--- config.mk ---
export PLATFORM = sky130hd
export DESIGN_NAME = elevator_call_scheduler
export DESIGN_NICKNAME = d
export VERILOG_FILES = /design/src/rtl/elevator_pkg.sv /design/src/rtl/floor_seek.sv /design/src/rtl/elevator_call_scheduler.sv
export SDC_FILE = /design/constraint.sdc
export NUM_CORES = 1
export LEC_CHECK = 0
export ABC_CLOCK_PERIOD_IN_PS = 7390
export CORE_UTILIZATION = 58
export CTS_CLUSTER_DIAMETER = 80
export DETAILED_ROUTE_END_ITERATION = 16
export PLACE_DENSITY_LB_ADDON = 0.25
export SYNTH_ARGS = -nofsm -noshare
export SYNTH_HDL_FRONTEND = slang
export SYNTH_HIERARCHICAL = 1
export SYNTH_SLANG_ARGS = --single-unit
--- constraint.sdc ---
create_clock -name clk -period 7.39 [get_ports clk]
set_input_delay 1.478 -clock clk [delete_from_list [all_inputs] [get_ports clk]]
set_output_delay 1.478 -clock clk [all_outputs]
set_load 0.01 [all_outputs]
--- src/rtl/elevator_pkg.sv ---
// Shared encodings for the elevator call scheduler: FSM states and hall-call
// direction values.
package elevator_pkg;

  typedef enum logic [1:0] {
    S_IDLE  = 2'd0,
    S_UP    = 2'd1,
    S_DOWN  = 2'd2,
    S_SERVE = 2'd3
  } sched_state_t;

  localparam logic HALL_UP = 1'b1;
  localparam logic HALL_DN = 1'b0;

endpackage

--- src/rtl/floor_seek.sv ---
// Combinational floor search: lowest set bit above, or highest set bit below,
// a given floor. With bounded=0 the whole vector is searched.
module floor_seek #(
  parameter int unsigned N_FLOORS = 8,
  parameter int unsigned FLOOR_W  = 3
) (
  input  logic [N_FLOORS-1:0] vec,
  input  logic [FLOOR_W-1:0]  floor,
  input  logic                seek_up,
  input  logic                bounded,
  output logic                found,
  output logic [FLOOR_W-1:0]  idx
);

  always_comb begin
    found = 1'b0;
    idx   = '0;
    for (int unsigned i = 0; i < N_FLOORS; i++) begin
      if (seek_up) begin
        // First hit on an ascending scan is the lowest floor.
        if (vec[i] && !found && (!bounded || i > 32'(floor))) begin
          found = 1'b1;
          idx   = FLOOR_W'(i);
        end
      end else begin
        if (vec[i] && (!bounded || i < 32'(floor))) begin
          found = 1'b1;
          idx   = FLOOR_W'(i);
        end
      end
    end
  end

endmodule

--- src/rtl/elevator_call_scheduler.sv ---
// Hall/cab call registry with SCAN target selection for N_FLOORS floors.
// Feeds a registered target floor and sweep direction to the motor/door FSM.
module elevator_call_scheduler
  import elevator_pkg::*;
#(
  parameter int unsigned N_FLOORS = 8,
  parameter int unsigned FLOOR_W  = 3
) (
  input  logic                clk,
  input  logic                reset,
  input  logic                call_valid,
  input  logic [FLOOR_W-1:0]  call_floor,
  input  logic                call_up,
  input  logic                call_cab,
  input  logic [FLOOR_W-1:0]  actual_floor,
  input  logic                car_stopped,
  input  logic                served,
  output logic [FLOOR_W-1:0]  target_floor,
  output logic                target_valid,
  output logic                dir_up,
  output logic [1:0]          sched_state,
  output logic [N_FLOORS-1:0] pending,
  output logic                call_reject
);

  sched_state_t state, state_nxt;

  logic [N_FLOORS-1:0] up_req, dn_req, cab_req;
  logic [N_FLOORS-1:0] up_nxt, dn_nxt, cab_nxt;
  logic [N_FLOORS-1:0] set_vec, here_vec, above_mask, below_mask;
  logic [N_FLOORS-1:0] clr_up, clr_dn, clr_cab;
  logic [N_FLOORS-1:0] seek_up_vec, seek_dn_vec;
  logic                floor_ok, call_ok, reject_nxt;
  logic                set_up, set_dn, set_cab;
  logic                any_above, any_below, beyond, pend_here;
  logic [FLOOR_W-1:0]  tgt_nxt;
  logic                tv_nxt, dir_nxt;

  logic                p_up_found, s_up_found, p_dn_found, s_dn_found;
  logic [FLOOR_W-1:0]  p_up_idx, s_up_idx, p_dn_idx, s_dn_idx;
  logic                up_found, dn_found;
  logic [FLOOR_W-1:0]  up_idx, dn_idx;

  assign pending     = up_req | dn_req | cab_req;
  assign sched_state = state;
  assign floor_ok    = 32'(actual_floor) < N_FLOORS;

  always_comb begin
    above_mask = '0;
    below_mask = '0;
    set_vec    = '0;
    here_vec   = '0;
    pend_here  = 1'b0;
    for (int unsigned i = 0; i < N_FLOORS; i++) begin
      above_mask[i] = i > 32'(actual_floor);
      below_mask[i] = i < 32'(actual_floor);
      set_vec[i]    = 32'(call_floor) == i;
      here_vec[i]   = 32'(actual_floor) == i;
      if (32'(actual_floor) == i) pend_here = pending[i];
    end
    any_above = |(pending & above_mask);
    any_below = |(pending & below_mask);
    beyond    = dir_up ? any_above : any_below;

    call_ok = call_valid && (32'(call_floor) < N_FLOORS);
    if (!call_cab && call_up == HALL_UP && 32'(call_floor) == N_FLOORS - 1) call_ok = 1'b0;
    if (!call_cab && call_up == HALL_DN && call_floor == '0) call_ok = 1'b0;
    reject_nxt = call_valid && !call_ok;
    set_cab    = call_ok && call_cab;
    set_up     = call_ok && !call_cab && call_up == HALL_UP;
    set_dn     = call_ok && !call_cab && call_up == HALL_DN;

    clr_up  = '0;
    clr_dn  = '0;
    clr_cab = '0;
    if (state == S_SERVE && served && floor_ok) begin
      clr_cab = here_vec;
      if (dir_up) begin
        clr_up = here_vec;
        if (!beyond) clr_dn = here_vec;
      end else begin
        clr_dn = here_vec;
        if (!beyond) clr_up = here_vec;
      end
    end

    up_nxt  = (up_req  | (set_vec & {N_FLOORS{set_up}}))  & ~clr_up;
    dn_nxt  = (dn_req  | (set_vec & {N_FLOORS{set_dn}}))  & ~clr_dn;
    cab_nxt = (cab_req | (set_vec & {N_FLOORS{set_cab}})) & ~clr_cab;
  end

  // In IDLE the near searches look at every pending floor to find the nearest call.
  assign seek_up_vec = (state == S_IDLE) ? pending : (up_req | cab_req);
  assign seek_dn_vec = (state == S_IDLE) ? pending : (dn_req | cab_req);

  floor_seek #(.N_FLOORS(N_FLOORS), .FLOOR_W(FLOOR_W)) u_seek_up_near (
    .vec(seek_up_vec), .floor(actual_floor), .seek_up(1'b1), .bounded(1'b1),
    .found(p_up_found), .idx(p_up_idx)
  );
  floor_seek #(.N_FLOORS(N_FLOORS), .FLOOR_W(FLOOR_W)) u_seek_up_far (
    .vec(dn_req), .floor(actual_floor), .seek_up(1'b0), .bounded(1'b0),
    .found(s_up_found), .idx(s_up_idx)
  );
  floor_seek #(.N_FLOORS(N_FLOORS), .FLOOR_W(FLOOR_W)) u_seek_dn_near (
    .vec(seek_dn_vec), .floor(actual_floor), .seek_up(1'b0), .bounded(1'b1),
    .found(p_dn_found), .idx(p_dn_idx)
  );
  floor_seek #(.N_FLOORS(N_FLOORS), .FLOOR_W(FLOOR_W)) u_seek_dn_far (
    .vec(up_req), .floor(actual_floor), .seek_up(1'b1), .bounded(1'b0),
    .found(s_dn_found), .idx(s_dn_idx)
  );

  // Far searches span the whole vector; only hits beyond the car count.
  assign up_found = p_up_found || (s_up_found && s_up_idx > actual_floor);
  assign up_idx   = p_up_found ? p_up_idx : s_up_idx;
  assign dn_found = p_dn_found || (s_dn_found && s_dn_idx < actual_floor);
  assign dn_idx   = p_dn_found ? p_dn_idx : s_dn_idx;

  always_comb begin
    state_nxt = state;
    tgt_nxt   = target_floor;
    tv_nxt    = target_valid;
    dir_nxt   = dir_up;
    if (!floor_ok) begin
      state_nxt = S_IDLE;
      tv_nxt    = 1'b0;
    end else begin
      case (state)
        S_IDLE: begin
          if (pending == '0) begin
            tv_nxt = 1'b0;
          end else if (pend_here && car_stopped) begin
            state_nxt = S_SERVE;
            tgt_nxt   = actual_floor;
            tv_nxt    = 1'b1;
          end else if (p_up_found &&
                       (!p_dn_found || (p_up_idx - actual_floor) <= (actual_floor - p_dn_idx))) begin
            state_nxt = S_UP;
            dir_nxt   = 1'b1;
            tgt_nxt   = p_up_idx;
            tv_nxt    = 1'b1;
          end else if (p_dn_found) begin
            state_nxt = S_DOWN;
            dir_nxt   = 1'b0;
            tgt_nxt   = p_dn_idx;
            tv_nxt    = 1'b1;
          end else begin
            tv_nxt = 1'b0;
          end
        end
        S_UP: begin
          // Strict-above searches lose the target once the car reaches it, so hold it.
          if (target_valid && actual_floor == target_floor && pend_here) begin
            if (car_stopped) state_nxt = S_SERVE;
          end else if (up_found) begin
            tgt_nxt = up_idx;
            tv_nxt  = 1'b1;
          end else if (dn_found) begin
            state_nxt = S_DOWN;
            dir_nxt   = 1'b0;
            tgt_nxt   = dn_idx;
            tv_nxt    = 1'b1;
          end else begin
            state_nxt = S_IDLE;
            tv_nxt    = 1'b0;
          end
        end
        S_DOWN: begin
          if (target_valid && actual_floor == target_floor && pend_here) begin
            if (car_stopped) state_nxt = S_SERVE;
          end else if (dn_found) begin
            tgt_nxt = dn_idx;
            tv_nxt  = 1'b1;
          end else if (up_found) begin
            state_nxt = S_UP;
            dir_nxt   = 1'b1;
            tgt_nxt   = up_idx;
            tv_nxt    = 1'b1;
          end else begin
            state_nxt = S_IDLE;
            tv_nxt    = 1'b0;
          end
        end
        S_SERVE: begin
          if (served) begin
            if (dir_up ? up_found : !dn_found && up_found) begin
              state_nxt = S_UP;
              dir_nxt   = 1'b1;
              tgt_nxt   = up_idx;
            end else if (dn_found) begin
              state_nxt = S_DOWN;
              dir_nxt   = 1'b0;
              tgt_nxt   = dn_idx;
            end else begin
              state_nxt = S_IDLE;
              tv_nxt    = 1'b0;
            end
          end
        end
        default: state_nxt = S_IDLE;
      endcase
    end
  end

  always_ff @(posedge clk) begin
    if (reset) begin
      up_req       <= '0;
      dn_req       <= '0;
      cab_req      <= '0;
      state        <= S_IDLE;
      target_floor <= '0;
      target_valid <= 1'b0;
      dir_up       <= 1'b1;
      call_reject  <= 1'b0;
    end else begin
      up_req       <= up_nxt;
      dn_req       <= dn_nxt;
      cab_req      <= cab_nxt;
      state        <= state_nxt;
      target_floor <= tgt_nxt;
      target_valid <= tv_nxt;
      dir_up       <= dir_nxt;
      call_reject  <= reject_nxt;
    end
  end

endmodule

# Word-level counts from Yosys, hierarchy flattened
# Index checks and enable logic that the tools add are counted.
[word_totals] ff_bits=32 latch_bits=0 ramBits=0 romBits=0 inputBits=13 elab_cells=286 n_memories=0
[op_classes] n_addsub=2 n_mul=0 div_mod_pow=0 order_cmp=17 eq_ne=33 n_shift=0 muxes=133 bitwise_logic=19 n_reduce_logical=74
[ops] cell="two-way mux 3 bit" n=29
[ops] cell="two-way mux 1 bit" n=72
[ops] cell="AND 8 bit" n=7
[ops] cell="two-way mux 8 bit" n=7
[ops] cell="OR 8 bit" n=6
[ops] cell="logical AND 1 bit" n=44
[ops] cell="two-way mux 2 bit" n=20
[ops] cell="== test 3 bit, second input constant" n=8
[ops] cell="NOT 8 bit" n=3
[ops] cell="!= test 2 bit, second input constant" n=10
[ops] cell="logical NOT 1 bit" n=17
[ops] cell="OR reduction 8 bit" n=2
[ops] cell="== test 3 x 2 -> 1 bit, second input constant" n=4
[ops] cell="> comparator 3 bit, first input constant" n=4
[ops] cell="case mux 3 bit (4 select lines)" n=1
[ops] cell="AND reduction 5 bit" n=2
[ops] cell="< comparator 3 bit, first input constant" n=3
[ops] cell="!= test 3 bit, second input constant" n=3
[ops] cell="AND reduction 9 bit" n=1
[ops] cell="AND 8 x 7 -> 8 bit" n=1
[ops] cell="logical NOT 8 bit" n=1
[ops] cell="case mux 1 bit (4 select lines)" n=2
[ops] cell="case mux 2 bit (4 select lines)" n=1
[ops] cell="two-way mux 7 bit" n=1
[ops] cell="20 further kinds" n=29

# Depth between registers and ports, before layout
[depth] depth_word=37 depth_mapped=25

# Cells and area by module
# Netlist, hierarchy kept.
[modules_own_cells] module="elevator_call_scheduler" instances=1 cells_each=348 area_per_inst_um2=2738.9 seq_area_each_um2=640.6
[modules_own_cells] module="floor_seek at u_seek_up_far ..." instances=2 cells_each=96 area_per_inst_um2=575.6 seq_area_each_um2=0.0
[modules_own_cells] module="floor_seek at u_seek_dn_far ..." instances=2 cells_each=83 area_per_inst_um2=540.5 seq_area_each_um2=0.0

# Least setup slack after synthesis
# OpenSTA, ideal clock, no wires.
[synth_timing] kind="input port to flip-flop" startpoint="input port actual_floor[0]" endpoint="register target_floor[0]" t_arrival_ns=5.418 t_required_ns=7.251 setup_slack_ns=1.833 path_stages=18 n_path_buf=1 cell_sequence="buf_2 or4b_1 a32o_2 a2111oi_4 o2111a_1 o31ai_1 ha_1 fa_1 xnor2_1 xnor2_1 ha_1 nand2_1 o21a_1 o21ai_1 mux2i_1 mux2i_1 a211oi_2 a221oi_2"
[synth_lines] element="start: declaration" line="elevator_call_scheduler.sv:15" rtl="input logic [FLOOR_W-1:0] actual_floor,"
[synth_lines] element="< comparator 1 x 3 -> 1 bit"
[synth_lines] element="logical AND 1 bit" line="floor_seek.sv:26" rtl="if (vec[i] && (!bounded || i < 32'(floor))) begin"
[synth_lines] element="two-way mux 1 bit" line="floor_seek.sv:26"
[synth_lines] element="two-way mux 2 bit (2 in series)" line="floor_seek.sv:26"
[synth_lines] element="two-way mux 3 bit (2 in series)" line="floor_seek.sv:26"
[synth_lines] element="two-way mux 3 bit *" line="floor_seek.sv:26"
[synth_lines] element="named net p_dn_idx[0]" line="elevator_call_scheduler.sv:40" rtl="logic [FLOOR_W-1:0] p_up_idx, s_up_idx, p_dn_idx, s_dn_idx;"
[synth_lines] element="subtractor 3 bit" line="elevator_call_scheduler.sv:137" rtl="(!p_dn_found || (p_up_idx - actual_floor) <= (actual_floor - p_dn_idx))) begin"
[synth_lines] element="less-or-equal comparator 3 bit" line="elevator_call_scheduler.sv:137"
[synth_lines] element="logical OR 1 bit" line="elevator_call_scheduler.sv:137"
[synth_lines] element="logical AND 1 bit" line="elevator_call_scheduler.sv:136" rtl="end else if (p_up_found &&"
[synth_lines] element="two-way mux 3 bit" line="elevator_call_scheduler.sv:136"
[synth_lines] element="two-way mux 3 bit" line="elevator_call_scheduler.sv:132" rtl="end else if (pend_here && car_stopped) begin"
[synth_lines] element="two-way mux 3 bit" line="elevator_call_scheduler.sv:130" rtl="if (pending == '0) begin"
[synth_lines] element="case mux 3 bit (4 select lines)" line="elevator_call_scheduler.sv:128" rtl="case (state)"
[synth_lines] element="end signal: assignment" line="elevator_call_scheduler.sv:220" rtl="target_floor <= tgt_nxt;"
[synth_lines] element="end: declaration" line="elevator_call_scheduler.sv:18" rtl="output logic [FLOOR_W-1:0] target_floor,"
# The timed path passes the listed nets; every way through them passes the cells marked *. The select of a mux whose other input is x is not followed.
# A chain may end at the register's enable or synchronous reset.

# Worst setup path in the final report
[layout_timing] startpoint="input port actual_floor[2]" endpoint="register target_floor[0]"
# Same word-level chain as after synthesis.

==> flow_summary.json <==
{
  "synth_top_cell_by_area": "dfxtp_1",
  "worst_slew_pin_slew_ps": 911,
  "synth_cells": 706,
  "dieHeight_um": 94.6,
  "track_usage_pct": 35.9,
  "clk_pin_slew_ps": 90,
  "synth_edf_count": 0,
  "multiInputGateArea_mm2": 0.00407,
  "hpwlAfterDp_um": 11200,
  "cts_resized": 0,
  "critPathArrivalTime_ps": 6120,
  "status": "completed",
  "critical-path-max-stage-delay_ps": 600,
  "totalWireLength_um": 15900,
  "antenna_found_initial": 0,
  "grt_pass1_wl_um": 25700,
  "fp.dieArea_mm2": 0.00895,
  "ys_ff_latch": 32,
  "max_cap_violations": 0,
  "endpoint_kind": "register",
  "grt_max_degree": 42,
  "post_drt_wl_per_cell_um": 18.9,
  "die_x_um": 94.6,
  "cp-start-kind": "primary input",
  "hold_viol": 0,
  "final_antenna_net_count": 0,
  "setup_violations": 0,
  "crit_type": "in2reg",
  "yosysSeqAreaShare_pct": 12.9,
  "required_ps": 7560,
  "grt_pass1_vias": 5139,
  "path_max_fanout": 41,
  "grt_overflow": 0,
  "clock_latency_ps": 300,
  "hold_class": "reg2reg",
  "start_util_pct": 60.2,
  "slowest_stage": "or4b_1",
  "synthTopCellsByArea": "dfxtp_1 (13%), a21oi_1 (5.5%), nand2_1 (4.5%)",
  "drtPass1Iterations": 8,
  "rsz0062_at_grt": "no",
  "clock_path_buffers": 2,
  "timing.hold.ws_ps": 531,
  "numCtsBuffers": 5,
  "io_pins": 29,
  "cts_hold_buf": 0,
  "leakage_nw": 2.13,
  "cts_tree": "yes",
  "finalSetupTns_ps": 0,
  "cts_htree_levels": 2,
  "path_cells": "buf_2 > or4b_1 > a32o_2 > a2111oi_4 > o2111a_1 > o31ai_1 > ha_1 > fa_1 > xnor2_1 > xnor2_1 > ha_1 > nand2_1 > o21a_1 > o21ai_1 > mux2i_1 > mux2i_1 > a211oi_2 > a221oi_2",
  "post-cts-setup-buffers": 0,
  "port_buffers": 28,
  "yosysWarnings": 6,
  "vias": 5989,
  "finalMaxSlewViolations": 0,
  "drive_gt1_share_pct": 5.84,
  "synth.most_common_cell": "nand2_1",
  "synth_common_cells": "nand2_1 (59), nor2_1 (57), a21oi_1 (55)",
  "root_buffer": "clkbuf_8",
  "max_freq_mhz": 168,
  "ir_worst_vdd_uv": 116,
  "fillers": 743,
  "clock_sinks": 32,
  "num_antenna_cells": 0,
  "vias_per_cell": 7.12,
  "first_iter_violations": 897,
  "syn2layout_area_growth_pct": 8.76,
  "slew_headroom_pct": 39.1,
  "fin_crit_sh_pct": 80.6,
  "yosys_most_used_dff": "dfxtp_1",
  "drc": 0,
  "ff_latch_area_um2": 641,
  "core_area_mm2": 0.00826,
  "gp_congestion": 0.950,
  "clock_skew_ps": 18.3,
  "yosysTopAreaCellShare_pct": 12.9,
  "powerDensity_mw_per_mm2": 164,
  "synthArstFlopShare_pct": 0,
  "period_minus_slack_ps": 5950,
  "nets": 764,
  "ys_types": 83,
  "avgSynthCellArea_um2": 7.04,
  "synth_area_mm2": 0.00497,
  "rows": 33
}
-- power by group --
part,switching [mW],total [mW],internal (mW)
combinational,0.300,0.496,0.196
clock,0.0749,0.175,0.100
sequential,0.0254,0.213,0.188
total,0.401,0.885,0.484
-- path summary, 6_finish.rpt --
| kind | startpoint | endpoint | slack, ps | cells past startpoint |
|---|---|---|---|---|
| setup / recovery | actual_floor[2] | target_floor[0] | 1440 | 18 |
| hold / removal | target_valid | target_valid | 530 | 2 |
| setup reg to reg | sched_state[0] | target_floor[0] | 2070 | 21 |
| hold reg to reg | target_valid | target_valid | 530 | 2 |
-- placed cells by master, fill, tap and decap left out, types with 14 or more instances in the layout --
cell type,n
a211o_1,19
a211oi_1,22
a21oi_1,55
clkdlybuf4s50_1,25
conb_1,38
dfxtp_1,32
ha_1,14
inv_1,34
nand2_1,59
nand2b_1,18
nand3_1,24
nor2_1,57
nor3_1,31
o21ai_0,40
-- registers in the layout, indices dropped and copies added, names as in the netlist --
register      cells
sched_state       2
dir_up            1
target_floor      3
cab_req           8
call_reject       1
up_req            8
target_valid      1
dn_req            8
-- critical path: cells and delay by family --
family | cells | cell delay, ps
AOI/OAI and AO/OA | 8 | 2080
xor gates and xnor gates | 2 | 290
adders and majority gates | 3 | 920
muxes | 2 | 370
buffers and inverters | 1 | 290
and+or+nand+nor | 2 | 670
-- area by class of cell --
class                           instances  share of cell area [%]
Clock inverter                          2                   0.648
Clock buffer                            6                    1.34
Sequential cell                        32                    11.8
Timing Repair Buffer                   34                    5.74
Tap cell                              105                    2.43
Inverter                               38                    2.64
Multi-Input combinational cell        624                    75.4
-- cells by family (layout without fill, tap and decap cells) --
logic type / Yosys count / in the layout / synth area share [%]
mux: 11 / 11 / 2.22
other cells: 2 / 38 / 0.151
flops: 32 / 32 / 12.9
xor+xnor: 7 / 7 / 1.23
fa+ha+maj: 18 / 18 / 4.73
buf+inv: 86 / 80 / 7.88
compound gates: 288 / 288 / 43.7
simple gates: 262 / 262 / 27.2
-- routing by layer --
| layer | GRT usage (%) | up-vias | wire (um) |
|---|---|---|---|
| li1 | - | 2741 | - |
| met1 | 48.5 | 2754 | 6490 |
| met2 | 56.5 | 433 | 7120 |
| met3 | 5.88 | 61 | 1750 |
| met4 | 14.6 | 0 | 523 |
| met5 | 0 | - | 0 |
-- per-stage QoR --
stage | area (um^2) | utilization [%] | power [mW] | setup slack [ps] | std cells
2_1_floorplan | 5110 | - | 0.577 | 1830 | 742
3_3_place_gp | 5300 | 64.2 | 0.680 | 1390 | 833
3_5_place_dp | 5300 | 64.2 | 0.690 | 1170 | 833
4_1_cts | 5410 | 65.5 | 0.861 | 1460 | 841
5_1_grt | 5410 | 65.5 | 0.939 | 1200 | 841
6_report | 5410 | 65.5 | 0.885 | 1440 | 841
No activity file was read; power rests on OpenSTA's default activity.
